==> config.mk <==
export PLATFORM = sky130hd
export DESIGN_NAME = hart_mem_arbiter
export DESIGN_NICKNAME = d
export VERILOG_FILES = /design/src/rtl/hart_arb_pkg.sv /design/src/rtl/rr_pick.sv /design/src/rtl/hart_mem_arbiter.sv
export SDC_FILE = /design/constraint.sdc
export NUM_CORES = 1
export LEC_CHECK = 0
export BUFFER_PORTS_ARGS = -buffer_cell sky130_fd_sc_hd__buf_4
export CORE_AREA = 3 3 193 120
export CTS_CLUSTER_DIAMETER = 30
export DETAILED_ROUTE_END_ITERATION = 16
export DIE_AREA = 0 0 196 123
export GPL_ROUTABILITY_DRIVEN = 0
export PLACE_DENSITY = 0.59
export SYNTH_ARGS = -nofsm -noshare
export SYNTH_HDL_FRONTEND = slang
export SYNTH_SLANG_ARGS = --single-unit
==> constraint.sdc <==
create_clock -name CLK -period 3.85 [get_ports CLK]
set_clock_uncertainty 0.15 [all_clocks]
set_input_delay 0.5775 -clock CLK [delete_from_list [all_inputs] [get_ports CLK]]
set_output_delay 0.5775 -clock CLK [all_outputs]
set_load 0.02 [all_outputs]
==> src/rtl/hart_arb_pkg.sv <==
// Shared definitions for the hart memory-port arbiter: FSM state encoding,
// payload field widths and the modulo helper used by the round-robin picker.
package hart_arb_pkg;

  localparam int ADDR_W = 32;
  localparam int DATA_W = 32;
  localparam int CTRL_W = 3;

  typedef enum logic [2:0] {
    ARB_IDLE   = 3'd0,
    ARB_ISSUE  = 3'd1,
    ARB_WAIT   = 3'd2,
    ARB_DONE   = 3'd3,
    ARB_LOCKED = 3'd4
  } arb_state_t;

  // Hart index that lies 'step' positions after 'base' on a ring of n harts.
  function automatic int rr_wrap(input int base, input int step, input int n);
    return (base + step) % n;
  endfunction

endpackage

==> src/rtl/rr_pick.sv <==
// Combinational round-robin picker: the requester closest after the last
// owner (wrapping around) wins, so the last owner has lowest priority.
module rr_pick
  import hart_arb_pkg::*;
#(
  parameter int N_HARTS = 2
) (
  input  logic [N_HARTS-1:0]         i_req,
  input  logic [$clog2(N_HARTS)-1:0] i_last,
  output logic [$clog2(N_HARTS)-1:0] o_idx,
  output logic                       o_vld
);

  localparam int IDX_W = $clog2(N_HARTS);

  logic [IDX_W-1:0] w_cand;

  // Scan from farthest to nearest so the nearest requester is written last.
  always_comb begin
    o_idx  = '0;
    o_vld  = 1'b0;
    w_cand = '0;
    for (int i = N_HARTS; i >= 1; i--) begin
      w_cand = IDX_W'(rr_wrap(int'(i_last), i, N_HARTS));
      if (i_req[w_cand]) begin
        o_idx = w_cand;
        o_vld = 1'b1;
      end
    end
  end

endmodule

==> src/rtl/hart_mem_arbiter.sv <==
// Shares one memory/MMU access port between N_HARTS hart ports. Each access
// runs issue -> wait -> complete; an owner may hold the port across accesses
// with i_lock, bounded by an idle watchdog of LOCK_MAX cycles.
module hart_mem_arbiter
  import hart_arb_pkg::*;
#(
  parameter int N_HARTS  = 2,
  parameter int LOCK_MAX = 64,
  parameter int IDX_W    = $clog2(N_HARTS)
) (
  input  logic                      CLK,
  input  logic                      RST,
  input  logic [N_HARTS-1:0]        i_req,
  input  logic [ADDR_W*N_HARTS-1:0] i_addr,
  input  logic [DATA_W*N_HARTS-1:0] i_wdata,
  input  logic [N_HARTS-1:0]        i_we,
  input  logic [CTRL_W*N_HARTS-1:0] i_ctrl,
  input  logic [N_HARTS-1:0]        i_lock,
  output logic [N_HARTS-1:0]        o_gnt,
  output logic [N_HARTS-1:0]        o_done,
  output logic [DATA_W-1:0]         o_rdata,
  output logic                      o_mem_req,
  output logic [ADDR_W-1:0]         o_mem_addr,
  output logic [DATA_W-1:0]         o_mem_wdata,
  output logic                      o_mem_we,
  output logic [CTRL_W-1:0]         o_mem_ctrl,
  input  logic                      i_mem_busy,
  input  logic [DATA_W-1:0]         i_mem_rdata,
  output logic [IDX_W-1:0]          o_owner,
  output logic                      o_idle
);

  localparam int CNT_W = (LOCK_MAX > 1) ? $clog2(LOCK_MAX) : 1;
  localparam logic [CNT_W-1:0]   CNT_LAST = CNT_W'(LOCK_MAX - 1);
  localparam logic [N_HARTS-1:0] ONE_HOT0 = {{(N_HARTS-1){1'b0}}, 1'b1};
  localparam logic [IDX_W-1:0]   LAST_RST = IDX_W'(N_HARTS - 1);

  arb_state_t          r_state;
  logic                r_idle;
  logic [N_HARTS-1:0]  r_gnt;
  logic [N_HARTS-1:0]  r_done;
  logic [DATA_W-1:0]   r_rdata;
  logic                r_mem_req;
  logic [ADDR_W-1:0]   r_mem_addr;
  logic [DATA_W-1:0]   r_mem_wdata;
  logic                r_mem_we;
  logic [CTRL_W-1:0]   r_mem_ctrl;
  logic [IDX_W-1:0]    r_owner;
  logic [IDX_W-1:0]    r_last;
  logic [CNT_W-1:0]    r_lock_cnt;

  logic [IDX_W-1:0]    w_pick_idx;
  logic                w_pick_vld;
  logic [IDX_W-1:0]    w_sel;
  logic [ADDR_W-1:0]   w_addr_a  [N_HARTS];
  logic [DATA_W-1:0]   w_wdata_a [N_HARTS];
  logic [CTRL_W-1:0]   w_ctrl_a  [N_HARTS];

  // Split the flat per-hart payload buses into indexable arrays.
  for (genvar g = 0; g < N_HARTS; g++) begin : g_unpack
    assign w_addr_a[g]  = i_addr[ADDR_W*g +: ADDR_W];
    assign w_wdata_a[g] = i_wdata[DATA_W*g +: DATA_W];
    assign w_ctrl_a[g]  = i_ctrl[CTRL_W*g +: CTRL_W];
  end

  rr_pick #(
    .N_HARTS (N_HARTS)
  ) u_pick (
    .i_req  (i_req),
    .i_last (r_last),
    .o_idx  (w_pick_idx),
    .o_vld  (w_pick_vld)
  );

  // In IDLE the payload comes from the new winner; in LOCKED from the owner.
  assign w_sel = (r_state == ARB_IDLE) ? w_pick_idx : r_owner;

  // Arbitration FSM with registered grant, strobes, payload and lock watchdog.
  always_ff @(posedge CLK or posedge RST) begin
    if (RST) begin
      r_state     <= ARB_IDLE;
      r_idle      <= 1'b1;
      r_gnt       <= '0;
      r_done      <= '0;
      r_rdata     <= '0;
      r_mem_req   <= 1'b0;
      r_mem_addr  <= '0;
      r_mem_wdata <= '0;
      r_mem_we    <= 1'b0;
      r_mem_ctrl  <= '0;
      r_owner     <= '0;
      r_last      <= LAST_RST;
      r_lock_cnt  <= '0;
    end else begin
      r_done    <= '0;
      r_mem_req <= 1'b0;
      case (r_state)
        ARB_IDLE: begin
          if (w_pick_vld) begin
            r_owner     <= w_pick_idx;
            r_gnt       <= ONE_HOT0 << w_pick_idx;
            r_mem_addr  <= w_addr_a[w_sel];
            r_mem_wdata <= w_wdata_a[w_sel];
            r_mem_we    <= i_we[w_sel];
            r_mem_ctrl  <= w_ctrl_a[w_sel];
            r_mem_req   <= 1'b1;
            r_idle      <= 1'b0;
            r_state     <= ARB_ISSUE;
          end
        end
        ARB_ISSUE: begin
          r_state <= ARB_WAIT;
        end
        ARB_WAIT: begin
          if (!i_mem_busy) begin
            r_rdata <= i_mem_rdata;
            r_done  <= ONE_HOT0 << r_owner;
            r_state <= ARB_DONE;
          end
        end
        ARB_DONE: begin
          r_last <= r_owner;
          if (i_lock[r_owner]) begin
            r_lock_cnt <= '0;
            r_state    <= ARB_LOCKED;
          end else begin
            r_gnt   <= '0;
            r_idle  <= 1'b1;
            r_state <= ARB_IDLE;
          end
        end
        ARB_LOCKED: begin
          // A fresh request from the owner beats any release condition.
          if (i_req[r_owner]) begin
            r_mem_addr  <= w_addr_a[w_sel];
            r_mem_wdata <= w_wdata_a[w_sel];
            r_mem_we    <= i_we[w_sel];
            r_mem_ctrl  <= w_ctrl_a[w_sel];
            r_mem_req   <= 1'b1;
            r_state     <= ARB_ISSUE;
          end else if (!i_lock[r_owner] || (r_lock_cnt == CNT_LAST)) begin
            r_gnt   <= '0;
            r_idle  <= 1'b1;
            r_state <= ARB_IDLE;
          end else begin
            r_lock_cnt <= r_lock_cnt + 1'b1;
          end
        end
        default: begin
          r_gnt   <= '0;
          r_idle  <= 1'b1;
          r_state <= ARB_IDLE;
        end
      endcase
    end
  end

  assign o_gnt       = r_gnt;
  assign o_done      = r_done;
  assign o_rdata     = r_rdata;
  assign o_mem_req   = r_mem_req;
  assign o_mem_addr  = r_mem_addr;
  assign o_mem_wdata = r_mem_wdata;
  assign o_mem_we    = r_mem_we;
  assign o_mem_ctrl  = r_mem_ctrl;
  assign o_owner     = r_owner;
  assign o_idle      = r_idle;

endmodule

# After elaboration in Yosys (flattened, before gate mapping)
# Cells that the tools add are included.
# classes
n_addsub,3
magnitude_cmp,5
eq_ne,14
n_shift,2
mux,61
n_bitwise,3
reduce_logical,12
# ops
operator,n
2-to-1 mux 32 bit,10
one-hot mux 32 bit (2 select lines),2
2-to-1 mux 3 bit,10
2-to-1 mux 1 bit,23
2-to-1 mux 6 bit,3
one-hot mux 3 bit (5 select lines),1
"inequality test 2 bit, second input constant",7
2-to-1 mux 2 bit,6
one-hot mux 6 bit (2 select lines),1
"< comparator 1 x 2 -> 1 bit, second input constant",4
one-hot mux 2 bit (4 select lines),1
"adder 6 x 1 -> 6 bit, second input constant",1
"== test 3 x 2 -> 1 bit, second input constant",2
"== test 6 bit, second input constant",1
one-hot mux 3 bit (2 select lines),1
AND reduction 3 bit,2
AND reduction 5 bit,1
one-hot mux 1 bit (2 select lines),2
one-hot mux 1 bit (4 select lines),1
AND reduction 2 bit,2
AND reduction 4 bit,1
nonzero test 2 bit,2
"left shift 1 x 1 -> 2 bit, first input constant",2
"== test 3 x 1 -> 1 bit, second input constant",1
other kinds (11),13
# word_totals
register_bits,117
in_bits,175
out_inout_bits,107
elab_cells,113

# Logic depth before layout (Yosys ltp)
# depth
ltp_word,12
mapped_depth,7
mapped_depth_nobuf,6

# Cells and area by module
# From an unflattened synthesis, not the netlist that was laid out.
# unflattened
cells_unflattened,447
area_unflattened_um2,5227.5
# modules_own_cells
mod,n_inst,cells_each,area_per_inst_um2,seq_area_each_um2
hart_mem_arbiter,1,445,5213.8,2930.3
rr_pick,1,2,13.8,0.0

# Least setup slack after synthesis
# No wires, ideal clock.
# synth_timing
path_type,reg2reg
start,reg r_owner (netlist: o_owner)
end,reg r_lock_cnt[4]
setup_time_ns,0.124
t_arrival_ns,1.705
required_ns,3.576
setup_slack_ns,1.871
stages_incl_launch_ff,6
path_buffers,1
synth_period_minus_slack_ns,1.979
cell_sequence,dfrtp_1 -> buf_2 -> mux2i_2 -> o211ai_1 -> a21o_1 -> a211o_1
# synth_via
elab_chain_cells,6
word_cells_on_any_way,10
classes_between,eq/ne: 3; mux: 4; reduce/logical: 3
# synth_lines
item,line_no,source
"start, declared",hart_mem_arbiter.sv:48,logic [IDX_W-1:0] r_owner;
"start signal, assigned",hart_mem_arbiter.sv:100,r_owner <= w_pick_idx;
2-to-1 mux 1 bit (implied by the code) (2 in series),"hart_mem_arbiter.sv:123, hart_mem_arbiter.sv:141",
logical NOT 1 bit,hart_mem_arbiter.sv:141,end else if (!i_lock[r_owner] || (r_lock_cnt == CNT_LAST)) begin
logical OR 1 bit,hart_mem_arbiter.sv:141,
inequality test 2 bit (no source line),--,
AND reduction 4 bit (no source line) (*),--,
"end signal, assigned",hart_mem_arbiter.sv:146,r_lock_cnt <= r_lock_cnt + 1'b1;
"end, declared",hart_mem_arbiter.sv:50,logic [CNT_W-1:0] r_lock_cnt;
# Mark *: on every way between the ends. The rest lies on a longest branch, timed or not. The select of a mux whose other input is x is not followed.
# A chain may end at the register's enable or synchronous reset.

# Worst setup path after layout
# layout_timing
start,reg r_state[2]
end,reg r_mem_addr[9] (netlist: o_mem_addr[9])
# layout_via
elab_chain_cells,8
word_cells_on_any_way,14
classes_between,eq/ne: 3; mux: 7; bitwise: 1; reduce/logical: 3
# layout_lines
item,line_no,source
"start, declared",hart_mem_arbiter.sv:38,arb_state_t r_state;
"start signal, assigned",hart_mem_arbiter.sv:81,r_state <= ARB_IDLE;
"start signal, assigned",hart_mem_arbiter.sv:108,r_state <= ARB_ISSUE;
"start signal, assigned",hart_mem_arbiter.sv:112,r_state <= ARB_WAIT;
logical NOT 3 bit,"hart_mem_arbiter.sv:76, hart_mem_arbiter.sv:97",
2-to-1 mux 1 bit,hart_mem_arbiter.sv:76,assign w_sel = (r_state == ARB_IDLE) ? w_pick_idx : r_owner;
NOT 1 -> 2 bit (implied by the code),"hart_mem_arbiter.sv:102, hart_mem_arbiter.sv:135",
2-to-1 mux 32 bit (implied by the code) (3 in series),"hart_mem_arbiter.sv:102, hart_mem_arbiter.sv:135",
2-to-1 mux 32 bit (on tied branches),"hart_mem_arbiter.sv:134, hart_mem_arbiter.sv:99",
one-hot mux 32 bit (2 select lines),hart_mem_arbiter.sv:97,case (r_state)
"end signal, assigned",hart_mem_arbiter.sv:102,r_mem_addr <= w_addr_a[w_sel];
"end signal, assigned",hart_mem_arbiter.sv:135,r_mem_addr <= w_addr_a[w_sel];
"end, declared",hart_mem_arbiter.sv:44,logic [ADDR_W-1:0] r_mem_addr;
# Several ways; a longest one is shown, not always the timed one. The select of a mux whose other input is x is not followed.

==> summary.txt <==
Routing
  – Via density: 4.29
  – Routed Antenna Nets: 0
  – Initial DRC Count: 130
  – Total number of vias: 4419
  – Post-route DRC: 0
  – DRT Wirelength: 15.5 mm
  – WL per Instance: 15.1 um
  – TritonRoute pass-1 iters: 4

Run
  – Max-cap violations: 0

STA
  – Period utilisation layout: 64.2%
  – Fmax: 405 MHz
  – Max transition margin: 54.1%
  – Fin crit period: 2.47 ns
  – # setup viols final: 0
  – Worst slew pin tran: 0.688 ns
  – Max Slew Vio Count: 0
  – Final Hold Viols: 0
  – Unrepaired setup endpoints after global routing: false
  – Setup_tns: 0 ns

Clocking
  – CTS tree: yes
  – Maximum root-to-sink buffer count: 2
  – Resized Gates After CTS: 0
  – Worst skew pair latency: 0.41 ns
  – Htree depth: 4
  – Clk sinks: 117
  – Cts hold-fix bufs: 0
  – Inserted Clock Buffers: 17
  – Clk pin slew, worst setup/hold paths: 0.06 ns
  – Post-CTS Setup Repair Bufs: 0
  – CTS root buf: clkbuf_16

Synthesis
  – #FFs+latches synth: 117
  – Post-synthesis cell area: 5330 sq um
  – Synth cell types: 44
  – Dominant synthesized flop cell: dfrtp_1
  – Synth warnings: 0
  – Sequential element share of the synthesized area: 55.0%
  – Synth Net Count: 630
  – Mean post-synth cell area: 11.7 sq um
  – Synthesized instance count: 454
  – Number of enable flip-flop cells after synthesis: 0
  – Post-synth ARST share: 100%

Power and ir drop
  – Comb pwr share: 50.2%
  – Sequential share of power: 30.2%
  – Clock power share: 19.7%
  – Total power: 7.41 mW
  – Maximum vdd drop: 0.519 mV
  – Power Density: 902 nW/um^2
  – Static leakage: 3.91 nW
  – P_sw: 2.98 mW
  – Sw Share: 40.3%
  – Cell Int Power: 4.42 mW

Die
  – Die W: 196 um
  – Die height: 123 um
  – DIE AREA: 24100 sq um
  – Rows: 42
  – I/O pin count: 282
  – Core Box Area: 21700 sq um
  – Starting Density: 24.6%

Run status
  – Status: complete, no violations

Cells and area
  – Layout area overhead: 54.1%
  – Number of fill cells: 2143
  – Ant diodes: 0
  – Fraction of layout cells with a size suffix above 1: 48.5%
  – Nets: 906

Critical path
  – Critical path fanouts, max: 131
  – WP data required: 4.03 ns
  – Worst EP arrival: 2.65 ns
  – Setup crit start kind: register
  – Worst setup EP type: register
  – CP Class: register to register

Placement
  – DP Wirelength: 11.4 mm
  – PortBufs: 281

Global route
  – GRT Overall Usage: 12.7%
  – First-pass GRT wire length: 23.9 mm
  – Vias in the first global route: 4360
  – Initial antenna violation count: 0
  – Total grt overflow: 0
  – Pin count of the biggest net entering global routing: 132

Worst hold path
  – Hold WC Path Type: primary input to async pin
## Yosys cell counts (2+ instances only)
cell      count  area [sq um]
dfstp_2       2          52.6
o21ai_0       4          20.0
and3_1        3          18.8
nor2_1       76           285
buf_6        10           113
dfrtp_1     115          2880
nand2_1       8          30.0
buf_4         5          37.5
buf_2        13          65.1
mux2_2       34           383
or3_1         2          12.5
inv_1         4          15.0
nand3_1       2          10.0
a211o_1       2          17.5
mux2i_1      74           741
a21oi_1      68           340
a22o_1        2          17.5
a211oi_1      4          30.0
## worst paths after layout
check / startpoint / endpoint / slack (ns) / cells past startpoint
worst max register to register: r_state[2] / o_mem_addr[9] / 1.38 / 5
worst min-delay path: RST / o_rdata[10] / 0.15 / 3
worst min register to register: r_lock_cnt[5] / r_lock_cnt[5] / 0.32 / 1
min in group CLK: i_mem_rdata[17] / o_rdata[17] / 0.24 / 2
max in group asynchronous: RST / o_mem_wdata[6] / 2.84 / 3
worst max-delay path: r_state[2] / o_mem_addr[9] / 1.38 / 5
## sequential cells by signal, indices dropped and copies added (netlist names)
signal / flops
o_gnt: 2
r_last: 1
o_mem_wdata: 32
o_mem_req: 1
o_rdata: 32
r_state: 3
o_owner: 1
o_mem_we: 1
o_mem_ctrl: 3
o_idle: 1
o_done: 2
r_lock_cnt: 6
o_mem_addr: 32
## critical path, cell delays in order (launching register included)
cell     delay (ns)
dfrtp_1        0.65
or3b_1         0.50
o22ai_4        0.29
buf_12         0.38
nor2_1         0.09
a21oi_1        0.14
## layout by cell type, fill, tap and decap left out, types with 2 or more instances in the layout
| cell | netlist | routed |
|---|---|---|
| a211o_1 | 2 | 2 |
| a211oi_1 | 4 | 4 |
| a21oi_1 | 68 | 68 |
| a22o_1 | 2 | 2 |
| and3_1 | 3 | 3 |
| buf_12 | 0 | 3 |
| buf_4 | 5 | 283 |
| clkbuf_1 | 1 | 2 |
| clkbuf_16 | 0 | 17 |
| clkbuf_8 | 0 | 5 |
| clkinv_2 | 0 | 5 |
| clkinvlp_4 | 0 | 2 |
| dfrtp_1 | 115 | 115 |
| dfstp_2 | 2 | 2 |
| inv_1 | 4 | 3 |
| mux2_2 | 34 | 34 |
| mux2i_1 | 74 | 74 |
| nand2_1 | 8 | 8 |
| nand3_1 | 2 | 2 |
| nor2_1 | 76 | 76 |
| o21ai_0 | 4 | 4 |
| or3_1 | 2 | 2 |
## power by group through the flow
stage | Clock (mW) | Sequential, mW | Combinational (mW)
after floorplan | 0 | 2.83 | 1.82
after global placement | 0 | 2.23 | 3.74
after detailed placement | 0 | 2.24 | 3.78
after CTS | 1.51 | 2.24 | 3.77
after global routing | 1.58 | 2.32 | 4.03
final | 1.46 | 2.23 | 3.72
## cell type report
type | count | area [sq um] | share of cell area (%)
sequential | 117 | 2930 | 35.7
clock inverter | 8 | 48.8 | 0.594
timing repair buffer | 286 | 2180 | 26.6
clock buffer | 24 | 502 | 6.11
multi-input combinational | 304 | 2170 | 26.4
tap | 286 | 358 | 4.36
inverter | 4 | 17.5 | 0.213
## metal layers
metal  share of wire, %  GRT usage (%)
met1                 47           17.5
met2                 41           17.3
met3                 10           6.18
met4                1.2           4.14
met5                  0              0
## stage by stage
step | util, % | instance area [sq um] | hold WS, ns | cells | setup slack [ns]
detailed placement | 35.4 | 7660 | 0.323 | 997 | 1.43
global route | 37.9 | 8210 | 0.213 | 1029 | 1.18
finish | 37.9 | 8210 | 0.149 | 1029 | 1.38
floorplan | - | 5330 | 0.301 | 454 | 0.0250
CTS | 37.9 | 8210 | 0.185 | 1029 | 1.43
global placement | 35.4 | 7660 | 0.330 | 997 | 1.45
## cells by family after synthesis
| family | after synthesis | synth area share (%) |
|---|---|---|
| flip-flops | 117 | 55.0 |
| multiplexers | 110 | 21.8 |
| AND/OR/NAND/NOR | 100 | 8.46 |
| AO/OA/AOI/OAI | 92 | 9.96 |
| adder cells (fa/ha/maj) | 1 | 0.235 |
| XOR/XNOR | 1 | 0.164 |
| buffers and inverters | 33 | 4.39 |
Power figures use the tool's default switching activity.
